### src/rtl/token_credit_gate.sv
// Credit gate: converts a serial token stream into saturating credits granted via valid/ready.
// Optional drop statistics counter enabled by defining TOKEN_CREDIT_GATE_STATS_EN.
module token_credit_gate #(
   parameter int MAX_CREDITS  = 15,
   parameter int INIT_CREDITS = 0,
   localparam int CW          = $clog2(MAX_CREDITS + 1)
) (
   input  logic          clk,
   input  logic          rst,
   input  logic          a,
   input  logic          req_valid,
   output logic          req_ready,
   output logic [CW-1:0] credits,
   output logic          full,
   output logic          empty,
`ifdef TOKEN_CREDIT_GATE_STATS_EN
   output logic [15:0]   drop_cnt,
`endif
   output logic          overflow
);

   localparam logic [CW-1:0] MAX_C  = CW'(MAX_CREDITS);
   localparam logic [CW-1:0] INIT_C = CW'(INIT_CREDITS);

   generate
      if (MAX_CREDITS < 1 || MAX_CREDITS > 255) begin : g_bad_max
         $error("token_credit_gate: MAX_CREDITS must be in 1..255");
      end
      if (INIT_CREDITS < 0 || INIT_CREDITS > MAX_CREDITS) begin : g_bad_init
         $error("token_credit_gate: INIT_CREDITS must be in 0..MAX_CREDITS");
      end
   endgenerate

   // Per-cycle operation selected by {tok, fire}.
   typedef enum logic [1:0] {
      OP_IDLE    = 2'b00,
      OP_CONSUME = 2'b01,
      OP_ADD     = 2'b10,
      OP_SWAP    = 2'b11
   } op_e;

   logic [CW-1:0] credits_q, credits_d;
   logic          overflow_q, overflow_d;
   logic          tok;
   logic          fire;
   logic          drop;
   op_e           op;

   // Output decodes depend only on the credit register, never on a or req_valid.
   assign req_ready = (credits_q != '0);
   assign empty     = (credits_q == '0);
   assign full      = (credits_q == MAX_C);
   assign credits   = credits_q;
   assign overflow  = overflow_q;

   assign tok  = a;
   assign fire = req_valid & req_ready;
   assign op   = op_e'({tok, fire});

   // NOTE: every output of this block gets a default first so no path infers a latch.
   always_comb begin
      credits_d  = credits_q;
      overflow_d = 1'b0;
      drop       = 1'b0;
      case (op)
         OP_IDLE: ;
         OP_ADD: begin
            if (credits_q == MAX_C) begin
               drop       = 1'b1;
               overflow_d = 1'b1;
            end else begin
               credits_d = credits_q + CW'(1);
            end
         end
         // fire already implies credits_q != 0, so this cannot wrap.
         OP_CONSUME: credits_d = credits_q - CW'(1);
         OP_SWAP: ;
         default: ;
      endcase
   end

   // NOTE: state registers use non-blocking assignments so all flops update from pre-edge values.
   always_ff @(posedge clk or negedge rst) begin
      if (!rst) begin
         credits_q  <= INIT_C;
         overflow_q <= 1'b0;
      end else begin
         credits_q  <= credits_d;
         overflow_q <= overflow_d;
      end
   end

`ifdef TOKEN_CREDIT_GATE_STATS_EN
   logic [15:0] drop_cnt_q, drop_cnt_d;

   always_comb begin
      drop_cnt_d = drop_cnt_q;
      if (drop && drop_cnt_q != 16'hFFFF) begin
         drop_cnt_d = drop_cnt_q + 16'd1;
      end
   end

   always_ff @(posedge clk or negedge rst) begin
      if (!rst) begin
         drop_cnt_q <= 16'd0;
      end else begin
         drop_cnt_q <= drop_cnt_d;
      end
   end

   assign drop_cnt = drop_cnt_q;
`else
   logic unused_drop;
   assign unused_drop = drop;
`endif

endmodule

### config.mk
export PLATFORM = sky130hd
export DESIGN_NAME = token_credit_gate
export DESIGN_NICKNAME = d
export VERILOG_FILES = /design/src/rtl/token_credit_gate.sv
export SDC_FILE = /design/constraint.sdc
export NUM_CORES = 1
export LEC_CHECK = 0
export ABC_CLOCK_PERIOD_IN_PS = 5570
export CORE_AREA = 2 2 39 41
export CTS_CLUSTER_DIAMETER = 60
export DETAILED_ROUTE_END_ITERATION = 12
export DIE_AREA = 0 0 41 43
export MAX_ROUTING_LAYER = met4
export PLACE_DENSITY = 0.51
export SLEW_MARGIN = 40
export SYNTH_ARGS = -nofsm -noshare
export SYNTH_HDL_FRONTEND = slang
export SYNTH_SLANG_ARGS = --single-unit
### constraint.sdc
create_clock -name clk -period 5.57 [get_ports clk]
set_input_delay 1.114 -clock clk [delete_from_list [all_inputs] [get_ports clk]]
set_output_delay 1.114 -clock clk [all_outputs]
set_load 0.01 [all_outputs]
==> flow_summary.ini <==
[setup_path]
required_ns = 4.46
worstSetupEndpointType = output pin
crit_path_max_fanout = 7
regToRegEndpoint = credits[3]
reg2reg_from = credits[1]
worstPathArrival_ns = 1.88
path_class = flip-flop to output pin
r2r_setup_slack_ns = 3.21
critPathLaunchType = flip-flop
r2r_cells = 8

[grt]
grt_pass1_wl_um = 1330
busiest_layer = met2
met2_usage_pct = 17.8
use_met1_pct = 13.1
grt_overflow = 0
antenna_found_initial = 0
globalRouteTotalUtil_pct = 11.6
grt_pass1_vias = 332
grtUsageMet3_pct = 2.09
grt_max_degree = 9

[routing]
drtIter0Drc = 2
ant_nets = 0
detail_route.wl_per_cell_um = 13.3
route.detailed.drc = 0
vias = 304
wl_um = 851
via_per_inst = 4.75
drt_pass1_iterations = 2

[clock_tree]
cts_root_buffer = clkbuf_4
htreeDepth = 1
cts_tree = built
clk_pin_slew_ns = 0.04
cts_sinks = 5
post_cts_buffers = 0
cts_buffers = 3
cts_resized = 0
cts_buffer_depth = 2
holdBufCountCts = 0
clk_latency_ns = 0.23

[placement]
gp_congestion = 0.708
dp_hpwl_um = 661
port_buffers = 11

[synthesis]
synth_area_per_cell_um2 = 11.0
synth_cell_types = 22
synth_largest_area_cell = dfrtp_1
synth.top_cell.area_share_pct = 34.4
ys_seq_area_share_pct = 34.4
syn_inst = 33
ys_ff_latch = 5
synthTopCellsByArea = dfrtp_1 (34%), ha_1 (6.9%), fa_1 (5.5%)
syn_nets = 40
yosysWarnings = 0
netlist_area_um2 = 364

[sta]
period_needed_ns = 3.00
finalMaxSlewViolations = 0
tightest_slew_ns = 0.398
fin_crit_sh_pct = 53.8
holdWs_ns = 0.633
relSlewSlack_pct = 73.2
setup_tns_ns = 0
max_freq_mhz = 334
hold_viol_final = 0
fin_skew_ns = 0.000612
setup_viol = 0
rsz0062_at_grt = no

[floorplan]
initial_core_util_pct = 26.3
die_w_um = 41
core_um2 = 1380
die_area_um2 = 1760
die_h_um = 43
num_io_pins = 12
fp-row-count = 14

[hold_path]
hold_depth = 1
min_from = credits[3]
hold_path_class = flip-flop to flip-flop
worstHoldEndpoint = credits[3]

[layout]
antenna_cells = 0
drive_gt1_share_pct = 22.9
syn2layout_area_growth_pct = 43.0
nNetsFinal = 56
n_fill_cell = 137
final_cell_mix = clkdlybuf4s50_1 (11), inv_1 (5), dfrtp_1 (5), clkbuf_4 (3)
mostFrequentLayoutCell = clkdlybuf4s50_1

[power]
ir_drop_uv = 160
leakage_nw = 0.248
power.density_nw_per_um2 = 547

[outcome]
status = completed

[job]
drv_cap = 0
## through the flow
stage	setup WS, ns	instances	area, µm²	util (%)	total power [mW]
6_report	2.57	64	520	37.6	0.285
5_1_grt	2.52	64	520	37.6	0.306
4_1_cts	2.56	64	520	37.6	0.287
3_5_place_dp	2.54	60	494	35.7	0.245
3_3_place_gp	2.59	60	494	35.7	0.236
2_1_floorplan	3.20	33	364	-	0.175
## synthesized netlist by cell type
library cell and instances:
a21o_2 1, a21oi_1 1, a221oi_2 1, and3_2 1, and4_2 1, dfrtp_1 5, fa_1 1, ha_1 2
inv_1 5, mux2_4 1, mux2i_1 2, nand2_1 1, nand3_1 1, nand3_2 1, nand3b_1 1, nor2_1 1
nor3_1 1, o21ai_0 1, o41ai_2 1, or4_4 1, xnor2_1 2, xor2_1 1
## sequential cells by signal, indices dropped and copies added, names as in the netlist
name,count
overflow,1
credits,4
## worst max path at each step
stage | startpoint | endpoint | slack, ns | cells past startpoint
after floorplan | a | credits[3] | 3.20 | 8
after global placement | a | credits[3] | 2.59 | 9
after detailed placement | a | credits[3] | 2.54 | 9
after CTS | credits[1] | empty | 2.56 | 3
after global routing | credits[1] | empty | 2.52 | 3
final | credits[1] | empty | 2.57 | 3
## cell families after synthesis
family                     count (synthesis)  share of synthesized area (%)
DFF                                        5                           34.4
and+or+nand+nor                            9                           17.5
muxes                                      3                           9.62
xor gates and xnor gates                   3                           7.22
buffers and inverters                      5                           5.16
AOI/OAI and AO/OA                          5                           13.7
adders and majority gates                  3                           12.4
## routing by layer
layer	vias to the layer above	wire length (µm)
met5	-	0
met4	0	0
met3	0	38
met2	7	461
met1	149	350
li1	148	-
## worst max-delay path, stage by stage, from the launching register on
cell and delay, ns:
dfrtp_1 0.47, or4_4 0.59, inv_1 0.07, clkdlybuf4s50_1 0.53
## power by group
group          internal [mW]  switching, mW
sequential            0.0530         0.0379
clock                 0.0270         0.0131
combinational         0.0912         0.0624
## layout make-up
| cell class | instances | area [µm²] | share of cell area [%] |
|---|---|---|---|
| inverter | 5 | 18.8 | 3.61 |
| clock buffer | 4 | 26.3 | 5.05 |
| sequential | 5 | 125 | 24.0 |
| tap | 16 | 20.0 | 3.85 |
| timing repair buffer | 11 | 110 | 21.2 |
| multi-input combinational | 23 | 220 | 42.3 |
(Power assumes the default switching activity.)
